--- config.mk ---
export PLATFORM = sky130hd
export DESIGN_NAME = mos_level_monitor
export DESIGN_NICKNAME = d
export VERILOG_FILES = /design/src/rtl/mos_lvl_pkg.sv /design/src/rtl/lvl_glitch_filter.sv /design/src/rtl/mos_level_monitor.sv
export SDC_FILE = /design/constraint.sdc
export NUM_CORES = 1
export LEC_CHECK = 0
export ABC_AREA = 1
export ABC_CLOCK_PERIOD_IN_PS = 3100
export BUFFER_PORTS_ARGS = -buffer_cell sky130_fd_sc_hd__buf_2
export CORE_ASPECT_RATIO = 0.6
export CORE_MARGIN = 2
export CORE_UTILIZATION = 55
export DETAILED_ROUTE_END_ITERATION = 10
export PLACE_DENSITY = 0.78
export SLEW_MARGIN = 0
export SYNTH_ARGS = -nofsm -noshare
export SYNTH_HDL_FRONTEND = slang
export SYNTH_SLANG_ARGS = --single-unit
--- constraint.sdc ---
create_clock -name c -period 3.1 [get_ports c]
set_input_delay 0.155 -clock c [delete_from_list [all_inputs] [get_ports c]]
set_output_delay 0.155 -clock c [all_outputs]
set_load 0.01 [all_outputs]
--- src/rtl/mos_lvl_pkg.sv ---
// Shared types for the MOS level monitor: four-valued level code, the
// change record carried through the output buffer, and the 4-state classifier.
package mos_lvl_pkg;

    typedef enum logic [1:0] {
        LV0 = 2'b00,
        LV1 = 2'b01,
        LVZ = 2'b10,
        LVX = 2'b11
    } lvl_t;

    typedef struct packed {
        lvl_t zn_lvl;
        lvl_t zp_lvl;
        logic zn_chg;
        logic zp_chg;
    } lvl_rec_t;

    // Case equality keeps Z and X distinguishable from driven levels.
    function automatic lvl_t classify(logic s);
        if (s === 1'b0)      return LV0;
        else if (s === 1'b1) return LV1;
        else if (s === 1'bz) return LVZ;
        else                 return LVX;
    endfunction

endpackage

--- src/rtl/lvl_glitch_filter.sv ---
// Per-channel glitch filter: a level is accepted once FILT_LEN consecutive
// enabled samples agree and it differs from the currently accepted level.
module lvl_glitch_filter
    import mos_lvl_pkg::*;
#(
    parameter int FILT_LEN = 3
) (
    input  logic c,
    input  logic rst,
    input  logic en,
    input  lvl_t sample,
    output lvl_t acc,
    output logic evt
);

    localparam logic [3:0] RUN_FULL = 4'(FILT_LEN);

    lvl_t       cand_q, cand_d;
    lvl_t       acc_q, acc_d;
    logic [3:0] run_q, run_d;
    logic       evt_d;

    // evt is combinational so the record forms on the same edge acc updates;
    // on acceptance cand_d always equals the current sample.
    always_comb begin
        cand_d = cand_q;
        run_d  = run_q;
        acc_d  = acc_q;
        evt_d  = 1'b0;
        if (en) begin
            if (sample == cand_q) begin
                if (run_q != RUN_FULL) run_d = run_q + 4'd1;
            end else begin
                cand_d = sample;
                run_d  = 4'd1;
            end
            if ((run_d == RUN_FULL) && (cand_d != acc_q)) begin
                acc_d = cand_d;
                evt_d = 1'b1;
            end
        end
    end

    always_ff @(posedge c) begin
        if (rst) begin
            cand_q <= LVX;
            acc_q  <= LVX;
            run_q  <= 4'd0;
        end else begin
            cand_q <= cand_d;
            acc_q  <= acc_d;
            run_q  <= run_d;
        end
    end

    assign acc = acc_q;
    assign evt = evt_d;

endmodule

--- src/rtl/mos_level_monitor.sv ---
// Observer for the MOS switch cell outputs: filtered level changes become
// records in a one-entry valid/ready buffer, plus zn history and statistics.
module mos_level_monitor
    import mos_lvl_pkg::*;
#(
    parameter int FILT_LEN   = 3,
    parameter int HIST_DEPTH = 4,
    parameter int CNT_W      = 8
) (
    input  logic                    c,
    input  logic                    rst,
    input  logic                    en,
    input  logic                    zn,
    input  logic                    zp,
    output logic                    out_valid,
    input  logic                    out_ready,
    output logic [1:0]              out_zn_lvl,
    output logic [1:0]              out_zp_lvl,
    output logic                    out_zn_chg,
    output logic                    out_zp_chg,
    output logic [2*HIST_DEPTH-1:0] hist,
    output logic [CNT_W-1:0]        trans_cnt,
    output logic                    overflow,
    output logic                    conflict
);

    localparam logic [CNT_W:0] CNT_MAX = {1'b0, {CNT_W{1'b1}}};

    lvl_t smp_zn, smp_zp, acc_zn, acc_zp, new_zn, new_zp;
    logic evt_zn, evt_zp, any_evt, pop;

    lvl_rec_t       rec_q, rec_d, rec_new;
    logic           valid_q, valid_d;
    logic           ovf_q, ovf_d;
    logic           conf_q;
    logic [CNT_W-1:0] cnt_q, cnt_d;
    logic [CNT_W:0]   cnt_sum;

    assign smp_zn = classify(zn);
    assign smp_zp = classify(zp);

    lvl_glitch_filter #(.FILT_LEN(FILT_LEN)) u_filt_zn (
        .c(c), .rst(rst), .en(en), .sample(smp_zn), .acc(acc_zn), .evt(evt_zn)
    );

    lvl_glitch_filter #(.FILT_LEN(FILT_LEN)) u_filt_zp (
        .c(c), .rst(rst), .en(en), .sample(smp_zp), .acc(acc_zp), .evt(evt_zp)
    );

    // Records carry the post-edge accepted levels of both channels.
    assign new_zn  = evt_zn ? smp_zn : acc_zn;
    assign new_zp  = evt_zp ? smp_zp : acc_zp;
    assign rec_new = '{zn_lvl: new_zn, zp_lvl: new_zp, zn_chg: evt_zn, zp_chg: evt_zp};
    assign any_evt = evt_zn | evt_zp;
    assign pop     = valid_q & out_ready;

    always_comb begin
        rec_d   = rec_q;
        valid_d = valid_q;
        ovf_d   = ovf_q;
        if (any_evt) begin
            if (!valid_q || pop) begin
                rec_d   = rec_new;
                valid_d = 1'b1;
            end else begin
                ovf_d = 1'b1;
            end
        end else if (pop) begin
            valid_d = 1'b0;
        end
    end

    assign cnt_sum = {1'b0, cnt_q} + {{CNT_W{1'b0}}, evt_zn} + {{CNT_W{1'b0}}, evt_zp};
    assign cnt_d   = (cnt_sum > CNT_MAX) ? CNT_MAX[CNT_W-1:0] : cnt_sum[CNT_W-1:0];

    always_ff @(posedge c) begin
        if (rst) begin
            rec_q   <= '{zn_lvl: LVX, zp_lvl: LVX, zn_chg: 1'b0, zp_chg: 1'b0};
            valid_q <= 1'b0;
            ovf_q   <= 1'b0;
            cnt_q   <= '0;
            conf_q  <= 1'b1;
        end else begin
            rec_q   <= rec_d;
            valid_q <= valid_d;
            ovf_q   <= ovf_d;
            cnt_q   <= cnt_d;
            conf_q  <= (acc_zn != LVZ) && (acc_zp != LVZ);
        end
    end

    // History shift register; entry 0 is newest.
    genvar gi;
    generate
        for (gi = 0; gi < HIST_DEPTH; gi++) begin : g_hist
            lvl_t ent_q;
            if (gi == 0) begin : g_head
                always_ff @(posedge c) begin
                    if (rst)         ent_q <= LVX;
                    else if (evt_zn) ent_q <= new_zn;
                end
            end else begin : g_tail
                always_ff @(posedge c) begin
                    if (rst)         ent_q <= LVX;
                    else if (evt_zn) ent_q <= g_hist[gi-1].ent_q;
                end
            end
            assign hist[2*gi +: 2] = ent_q;
        end
    endgenerate

    assign out_valid  = valid_q;
    assign out_zn_lvl = rec_q.zn_lvl;
    assign out_zp_lvl = rec_q.zp_lvl;
    assign out_zn_chg = rec_q.zn_chg;
    assign out_zp_chg = rec_q.zp_chg;
    assign trans_cnt  = cnt_q;
    assign overflow   = ovf_q;
    assign conflict   = conf_q;

endmodule
==> results.toml, run 1 <==
[routing]
drc_errors = 0
drt_pass1_iterations = 4
route.detailed.vias_per_inst = 4.99
highest-signal-layer = "met4"
drt_first_iter_violations = 115
drt_wl_total_um = 3690
routed_length_on_met2_um = 1430
wire_per_inst_um = 11.5
drtAntennaViolNets = 0
detailroute.via_count = 1601
wl_met1_um = 2040
routed_met3_length_um = 203

[logic_synthesis]
synth_largest_area_cell = "dfxtp_1"
netlist_top_cells_count = "56 x nand2_1, 41 x dfxtp_1, 34 x inv_1, 26 x nand3_1, 15 x a21oi_1"
number_of_enable_flip_flop_cells_after_synthesis = 0
synth.ff_latch_count = 41
async_reset_ff_share_pct = 0
synth_fp_nets = 255
ys_warnings = 0
synth.top_cell.area_share_pct = 44.9
yosys_most_used_dff = "dfxtp_1"
register_area_share_after_synthesis_pct = 44.9
netlist_top_cells_area = "dfxtp_1 45%, nand2_1 12%, nand3_1 7.1%, inv_1 7.0%, a21oi_1 4.1%"
synth.avg_cell_area_sq_um = 7.46
most_frequent_cell_after_synthesis = "nand2_1"
ys_types = 26
post_synth_inst_count = 245
synth.cell_area_sq_mm = 0.00183

[setup_path]
timing.critical_path.arrival_ns = 3.01
critPathRequiredTime_ns = 3.30
critPathCapture = "trans_cnt[6]"
worst-path-stages = 15
worst_path_dominant_cell_family = "simple AND/OR/NAND/NOR gates"
maximum_net_fanout_on_the_critical_path = 13
worst_r2r_path_depth = 15
endpoint_of_the_worst_slack_reg_to_reg_timing_path = "trans_cnt[6]"
worst_setup_path_end_kind = "register"
worst_setup_path_start_kind = "register"
regToRegStartpoint = "u_filt_zn.run_q[0]"
timing.setup.critical_path_class = "register to register"
crit_slowest_cell = "dfxtp_1"
timing.critical_path.buf_inv = 2
startpoint = "u_filt_zn.run_q[0]"
worstPathCellList = "ha_1, nand3_1, nand2_1, nand2_1, nor2_1, nor2_2, nand2_2, inv_2, fa_1, ha_1, nand3_1, nor3_2, inv_1, nor3_1, a211oi_1"
worst_path_largest_cell_delay_ns = 0.43
ff2ff_setup_slack_ns = 0.29

[place]
place.port_buffers = 30
place_hpwl_um = 2700
gp_routability_congestion = 0.807
placement.cell_area_sq_mm = 0.00199
place_worst_setup_slack_ns = 0.328

[timing]
maxSlewViolCount = 0
timing.max_slew.rel_slack_pct = 53.3
setup_viol = 0
setup-tns-final_ns = 0
final_period_minus_worst_setup_slack_ns = 2.81
worst_slew_pin_slew_ns = 0.699
finalCritPeriodShare_pct = 90.7
max_clock_freq_ghz = 0.355
clock_skew_ns = 0.00546
finalHoldViolCount = 0
rsz0062_at_grt = "false"
post-route-worst-setup-slack_ns = 0.287
hold_ws_ns = 0.138

[floorplan]
core_area_sq_mm = 0.00322
floorplan.die_area_sq_mm = 0.00381
initial_utilization_pct = 56.7
i_o_pin_cnt = 31
die_width_um = 78.4
fp.dieH_um = 48.6
num_rows = 16

[outcome]
outcome = "completed"

[final_layout]
final_layout_size_suffix_gt1_share_pct = 18.5
insertedDiodeCount = 0
finish.instance_area_sq_mm = 0.00210
final_nets = 285
syn2layout_area_growth_pct = 15.1

[clock_tree]
cts_root_buffer = "clkbuf_8"
clock_sink_count = 41
clock_tree_from_tritoncts = "built"
numCtsBuffers = 5
ctsHoldBuffers = 0
cts_setup_buffers = 0
cts_htree_levels = 2
clock_slew_at_the_register_clock_pins_of_the_worst_setup_and_hold_paths_ns = 0.08
deepest_clock_path_buffer_count = 2
clkLatencyLatePin_ns = 0.28

[grt]
initial_antenna_violation_count = 0
global_route_wire_length_before_repair_um = 6440
maximum_number_of_pins_on_one_net_before_global_route_repair = 26
gr-usage-all-layers_pct = 21.5
grt_pass1_vias = 1384
global_route.overflow_total = 0

[hold_path]
whs_path_depth = 3
tightest_hold_check_type = "input port to register"
hold_start = "zp"

[power_and_ir_drop]
worst_ir_drop_vdd_mv = 0.352
leakage_nw = 1.03
power_mw = 1.04
power_per_cell_area_mw_per_mm2 = 493

[job]
timing.max_cap.violations = 0
[layout by cell type, fill, tap and decap left out]
master    count
o21ai_0      14
fa_1          1
nand2_2       4
clkinv_2      1
clkbuf_8      7
nor2_1       14
nand4_1       6
dfxtp_1      41
nand3_2       3
xnor2_1       1
a21oi_1      15
a31oi_1       2
inv_1        34
nor2_2        2
nor3_1        1
or2_1         1
ha_1          3
inv_2         2
nor3_2        1
nand3_1      25
a21oi_4       1
o211ai_1      1
nand3b_1      2
xor2_1        3
a211oi_1      4
o22ai_1       1
nand2_1      56
buf_2        30
[flip-flops by register name, summed over array words and instances (netlist names), 2 cells and up]
signal / flops
u_filt_zp.run_q: 4
u_filt_zn.cand_q: 2
u_filt_zn.acc: 2
g_hist.ent_q: 8
u_filt_zp.acc: 2
u_filt_zn.run_q: 4
out_zn_lvl: 2
out_zp_lvl: 2
trans_cnt: 8
u_filt_zp.cand_q: 2
[worst min-delay path, cell delays in order]
cell	delay (ns)
buf_2	0.11
a21oi_1	0.06
o21ai_0	0.06
[logic make-up (layout without fill, tap and decap cells)]
group / after synthesis / in the layout / synth area share, %
and+or+nand+nor: 115 / 115 / 28.4
DFF: 41 / 41 / 44.9
adders and majority gates: 4 / 4 / 3.15
buffers and inverters: 43 / 74 / 9.66
xor gates and xnor gates: 4 / 4 / 1.92
AOI/OAI and AO/OA: 38 / 38 / 11.9
[worst min-delay path by stage]
stage | slack (ns) | end
2_1_floorplan | 0.28 | u_filt_zn.cand_q[0]
3_3_place_gp | 0.43 | u_filt_zp.cand_q[0]
3_5_place_dp | 0.44 | u_filt_zp.cand_q[0]
4_1_cts | 0.13 | u_filt_zp.cand_q[0]
5_1_grt | 0.16 | u_filt_zp.cand_q[0]
6_report | 0.14 | u_filt_zp.cand_q[0]
[power breakdown]
part	switching [mW]	total [mW]	internal [mW]	leakage, nW
logic	0.0661	0.102	0.0363	0.642
clock network	0.171	0.372	0.201	0.0542
registers	0.0147	0.562	0.547	0.335
[layout make-up]
type                            count  area, sq um
Clock buffer                        7         96.3
Fill cell                         292         1120
Sequential cell                    41          821
Inverter                           36          135
Multi-Input combinational cell    161          840
Clock inverter                      1         5.00
Timing Repair Buffer               30          150
Tap cell                           45         56.3
[layer usage]
metal | global-route usage, % | vias up
met5 | 0 | -
met4 | 6.14 | 0
met3 | 5.78 | 2
met2 | 28.7 | 42
met1 | 33.6 | 704
li1 | - | 853
[metrics by stage]
stage / instances / util [%]
after global placement: 313 / 61.8
after CTS: 321 / 64.9
after floorplan: 245 / -
after global routing: 321 / 65.3
after detailed placement: 313 / 61.8
final: 321 / 65.3
[what timing repair did]
item / 4_1_cts / 5_1_grt
resized for setup: 0 / 2
hold endpoints to repair: 0 / 0
endpoints found under the setup margin: 0 / 6
Power figures use the tool's default switching activity.
==> run 2, diff against run 1 <==
--- a/config.mk
+++ b/config.mk
@@ -13,6 +13,7 @@
 export CORE_UTILIZATION = 55
 export DETAILED_ROUTE_END_ITERATION = 10
 export PLACE_DENSITY = 0.78
+export RECOVER_POWER = 100
 export SLEW_MARGIN = 0
 export SYNTH_ARGS = -nofsm -noshare
 export SYNTH_HDL_FRONTEND = slang
==> results.toml, run 2 (same netlist as run 1, synthesis figures left out) <==
[outcome]
outcome = "completed"

[power_and_ir_drop]
worst_ir_drop_vdd_mv = 0.354
leakage_nw = 0.959
power_per_cell_area_mw_per_mm2 = 502

[setup_path]
critPathRequiredTime_ns = 3.29
worst_setup_path_start_kind = "register"
worst-path-stages = 15
timing.critical_path.arrival_ns = 2.99
worst_path_largest_cell_delay_ns = 0.43
timing.critical_path.buf_inv = 2
worstPathCellList = "ha_1, nand3_1, nand2_1, nand2_1, nor2_1, nor2_1, nand2_2, inv_2, fa_1, ha_1, nand3_1, nor3_2, inv_1, nor3_1, a211oi_1"
worst_path_dominant_cell_family = "simple AND/OR/NAND/NOR gates"
worst_r2r_path_depth = 15
maximum_net_fanout_on_the_critical_path = 13
worst_setup_path_end_kind = "register"
timing.setup.critical_path_class = "register to register"
crit_slowest_cell = "dfxtp_1"

[hold_path]
tightest_hold_check_type = "input port to register"
whs_path_depth = 3

[timing]
timing.max_slew.rel_slack_pct = 51.0
setup_viol = 0
max_clock_freq_ghz = 0.358
setup-tns-final_ns = 0
rsz0062_at_grt = "false"
maxSlewViolCount = 0
finalCritPeriodShare_pct = 90.1
worst_slew_pin_slew_ns = 0.736
finalHoldViolCount = 0
clock_skew_ns = 0.00555
final_period_minus_worst_setup_slack_ns = 2.79

[floorplan]
core_area_sq_mm = 0.00322
fp.dieH_um = 48.6
floorplan.die_area_sq_mm = 0.00381
initial_utilization_pct = 56.7
i_o_pin_cnt = 31
die_width_um = 78.4
num_rows = 16

[final_layout]
layout_commonest_cell = "nand2_1"
final_layout_size_suffix_gt1_share_pct = 7.97
final_nets = 285
syn2layout_area_growth_pct = 12.8
filler_cell_count = 307
insertedDiodeCount = 0
mostFrequentLayoutCells = "57 x nand2_1, 41 x dfxtp_1, 34 x inv_1"
final_instance_count_excl_fillers = 321

[clock_tree]
cts_root_buffer = "clkbuf_8"
clock_slew_at_the_register_clock_pins_of_the_worst_setup_and_hold_paths_ns = 0.08
numCtsBuffers = 5
cts_htree_levels = 2
clkLatencyLatePin_ns = 0.28
deepest_clock_path_buffer_count = 2
clock_tree_from_tritoncts = "built"
clock_sink_count = 41
ctsHoldBuffers = 0

[place]
place_hpwl_um = 2700
place.port_buffers = 30
gp_routability_congestion = 0.807
numPlacedInstances = 313

[job]
timing.max_cap.violations = 0

[routing]
drc_errors = 0
wire_per_inst_um = 11.5
route.detailed.vias_per_inst = 5.02
detailroute.via_count = 1613
drt_wl_total_um = 3700
drt_pass1_iterations = 4
drtAntennaViolNets = 0
drt_first_iter_violations = 104

[grt]
initial_antenna_violation_count = 0
global_route.overflow_total = 0
gr-usage-all-layers_pct = 21.5
global_route_wire_length_before_repair_um = 6440
maximum_number_of_pins_on_one_net_before_global_route_repair = 26
grt_pass1_vias = 1384
-- run 2: cell count changes in the layout (fill, tap and decap cells not counted) --
| cell | delta |
|---|---|
| nor2_2 | -1 |
| nand2_2 | -1 |
| buf_2 | -26 |
| nand3_2 | -1 |
| nor2_1 | +1 |
| nand2_1 | +1 |
| clkbuf_1 | +26 |
| nand3_1 | +1 |
-- run 2: repair_timing --
action	4_1_cts	5_1_grt
hold endpoints to repair	0	0
buffers inserted	0	0
setup endpoints to repair	0	6
gates resized for setup	0	2
-- run 2: final cells by class --
| type | count | area (sq um) | share of cell area, % |
|---|---|---|---|
| Clock inverter | 1 | 5.00 | 0.243 |
| Sequential cell | 41 | 821 | 39.8 |
| Timing Repair Buffer | 30 | 118 | 5.71 |
| Multi-Input combinational cell | 161 | 830 | 40.3 |
| Inverter | 36 | 135 | 6.56 |
| Clock buffer | 7 | 96.3 | 4.68 |
| Tap cell | 45 | 56.3 | 2.73 |
-- run 2: power breakdown --
group	switching [mW]	internal, mW	total (mW)
logic	0.0651	0.0334	0.0985
registers	0.0150	0.547	0.562
clock network	0.172	0.201	0.373
total	0.252	0.782	1.03
-- run 2: metrics by stage --
step | util (%) | hold WS [ns] | worst slack [ns] | power (mW) | cell area [sq um]
2_1_floorplan | - | 0.281 | 0.790 | 0.648 | 1830
3_3_place_gp | 61.8 | 0.428 | 0.448 | 0.674 | 1990
3_5_place_dp | 61.8 | 0.441 | 0.328 | 0.676 | 1990
4_1_cts | 64.9 | 0.131 | 0.303 | 1.04 | 2090
5_1_grt | 63.9 | 0.156 | 0.0119 | 1.09 | 2060
6_report | 63.9 | 0.136 | 0.306 | 1.03 | 2060
-- run 2: tightest hold or removal path, stage by stage --
cell and delay [ns]:
buf_2 0.11, a21oi_1 0.06, o21ai_0 0.06
-- run 2: per-layer routing --
| metal | track usage (%) | vias up | wire (um) |
|---|---|---|---|
| met2 | 28.7 | 44 | 1450 |
| met5 | 0 | - | 0 |
| met4 | 6.14 | 0 | 14 |
| li1 | - | 852 | - |
| met1 | 33.6 | 715 | 2030 |
| met3 | 5.78 | 2 | 210 |
-- run 2: final timing paths --
check | startpoint | end | slack [ns]
min | zp | u_filt_zp.cand_q[0] | 0.14
max reg2reg | u_filt_zn.run_q[0] | trans_cnt[6] | 0.31
max | u_filt_zn.run_q[0] | trans_cnt[6] | 0.31
min reg2reg | out_zn_chg | out_zn_chg | 0.46
==> run 3, diff against run 2 <==
--- a/config.mk
+++ b/config.mk
@@ -10,11 +10,9 @@
 export BUFFER_PORTS_ARGS = -buffer_cell sky130_fd_sc_hd__buf_2
 export CORE_ASPECT_RATIO = 0.6
 export CORE_MARGIN = 2
-export CORE_UTILIZATION = 55
+export CORE_UTILIZATION = 25
 export DETAILED_ROUTE_END_ITERATION = 10
-export PLACE_DENSITY = 0.78
 export RECOVER_POWER = 100
-export SLEW_MARGIN = 0
 export SYNTH_ARGS = -nofsm -noshare
 export SYNTH_HDL_FRONTEND = slang
 export SYNTH_SLANG_ARGS = --single-unit
==> results.toml, run 3 (same netlist as run 1, synthesis figures left out) <==
[outcome]
outcome = "completed"

[hold_path]
hold_start = "zp"
worst_hold_path.endpoint = "u_filt_zp.cand_q[0]"
whs_path_depth = 3
tightest_hold_check_type = "input port to register"

[timing]
finalCritPeriodShare_pct = 87.3
maxSlewViolCount = 0
setup_viol = 0
setup-tns-final_ns = 0
final_period_minus_worst_setup_slack_ns = 2.71
worst_slew_pin_slew_ns = 0.791
timing.max_slew.rel_slack_pct = 47.3
clock_skew_ns = 0.00260
finalHoldViolCount = 0
rsz0062_at_grt = "false"
post-route-worst-setup-slack_ns = 0.394
max_clock_freq_ghz = 0.369

[setup_path]
regToRegStartpoint = "u_filt_zn.run_q[0]"
worst_setup_path_end_kind = "register"
worst_path_largest_cell_delay_ns = 0.43
timing.critical_path.arrival_ns = 2.92
crit_slowest_cell = "dfxtp_1"
cp_common_cell = "nand3_1"
worst_setup_path_start_kind = "register"
ff2ff_setup_slack_ns = 0.39
worst_r2r_path_depth = 13
maximum_net_fanout_on_the_critical_path = 10
critPathRequiredTime_ns = 3.31
worstPathCellList = "ha_1, nand3_1, nand2_1, nand3_2, nor2_1, nand2_2, inv_2, fa_1, ha_1, nand3_1, nor3_1, nand3_1, a21oi_1"
timing.setup.critical_path_class = "register to register"
endpoint_of_the_worst_slack_reg_to_reg_timing_path = "trans_cnt[5]"

[floorplan]
die_width_um = 114
i_o_pin_cnt = 31
floorplan.die_area_sq_mm = 0.00803
num_rows = 24
core_area_sq_mm = 0.00718
initial_utilization_pct = 25.5
fp.dieH_um = 70.2

[routing]
routed_met3_length_um = 270
drt_pass1_iterations = 4
drtAntennaViolNets = 0
highest-signal-layer = "met4"
detailroute.via_count = 1638
route.detailed.vias_per_inst = 4.45
wl_met1_um = 2270
drc_errors = 0
drt_wl_total_um = 4140
wire_per_inst_um = 11.3
drt_first_iter_violations = 130
routed_length_on_met2_um = 1540

[final_layout]
final_layout_size_suffix_gt1_share_pct = 6.86
layout_commonest_cell = "nand2_1"
insertedDiodeCount = 0
syn2layout_area_growth_pct = 17.7
final_nets = 286
filler_cell_count = 773
mostFrequentLayoutCells = "57 x nand2_1, 41 x dfxtp_1, 34 x inv_1"

[place]
gp_routability_congestion = 0.835
place_worst_setup_slack_ns = 0.458
place_hpwl_um = 2980
place.port_buffers = 30

[power_and_ir_drop]
swShare_pct = 24.4
clkPwrFrac_pct = 42.8
leakage_nw = 0.977
net-switching-power_mw = 0.283
worst_ir_drop_vdd_mv = 0.190
power_frac_comb_pct = 8.6
power.sequential.fraction_pct = 48.6
cellInternalPower_mw = 0.877
power_per_cell_area_mw_per_mm2 = 540

[grt]
grt_pass1_vias = 1495
initial_antenna_violation_count = 0
global_route.overflow_total = 0
maximum_number_of_pins_on_one_net_before_global_route_repair = 26
global_route_wire_length_before_repair_um = 7180
gr-usage-all-layers_pct = 11.6

[clock_tree]
numCtsBuffers = 5
clkLatencyLatePin_ns = 0.28
clock_sink_count = 41
deepest_clock_path_buffer_count = 2
clock_tree_from_tritoncts = "built"
clock_slew_at_the_register_clock_pins_of_the_worst_setup_and_hold_paths_ns = 0.06
cts_htree_levels = 2
cts_root_buffer = "clkbuf_16"
ctsHoldBuffers = 0
cts_setup_buffers = 0
cts-resized-gates = 0

[job]
timing.max_cap.violations = 0
-- run 3: cell count changes in the layout (fill, tap and decap cells not counted), sizes merged --
cell,change
clkinv,+1
-- run 3: worst max-delay path, delay by kind of cell (launching register included) --
kind            cells  cell delay, ns
compound gates      1            0.19
fa+ha+maj           3            0.70
buf+inv             1            0.18
flops               1            0.43
simple gates        8            1.11
-- run 3: worst max-delay path by stage --
| stage | start | endpoint | slack [ns] | cells past startpoint |
|---|---|---|---|---|
| after detailed placement | u_filt_zn.run_q[0] | trans_cnt[5] | 0.46 | 13 |
| after floorplan | u_filt_zn.run_q[0] | trans_cnt[5] | 0.79 | 14 |
| final | u_filt_zn.run_q[0] | trans_cnt[5] | 0.39 | 13 |
| after CTS | u_filt_zn.run_q[0] | trans_cnt[5] | 0.43 | 13 |
| after global routing | u_filt_zn.run_q[0] | trans_cnt[3] | 0.07 | 13 |
| after global placement | u_filt_zn.run_q[0] | trans_cnt[5] | 0.56 | 13 |
-- run 3: layout make-up --
class | count | area, sq um | area share (%)
sequential | 41 | 821 | 38.2
clock buffer | 6 | 129 | 6.00
multi-input combinational | 161 | 820 | 38.1
timing repair buffer | 31 | 121 | 5.65
clock inverter | 2 | 10.0 | 0.466
inverter | 36 | 135 | 6.29
tap | 91 | 114 | 5.30
-- run 3: through the flow --
stage	utilization, %	cells	power [mW]	instance area [sq um]	hold slack, ns
floorplan	-	245	0.648	1830	0.281
global placement	28.7	360	0.677	2060	0.446
detailed placement	28.7	360	0.678	2060	0.445
CTS	30.6	368	1.18	2200	0.169
global route	30.0	368	1.22	2150	0.218
finish	30.0	368	1.16	2150	0.182
-- run 3: power groups by stage --
stage	combinational, mW	sequential, mW	clock [mW]
finish	0.0998	0.563	0.497
CTS	0.105	0.563	0.514
floorplan	0.0725	0.576	0
global route	0.117	0.566	0.541
global placement	0.103	0.573	0
detailed placement	0.104	0.574	0
-- run 3: per-layer routing --
layer	track usage, %	up-vias
met5	0	-
met4	4.07	0
met3	4.60	7
met2	16.1	40
met1	16.1	726
li1	-	865
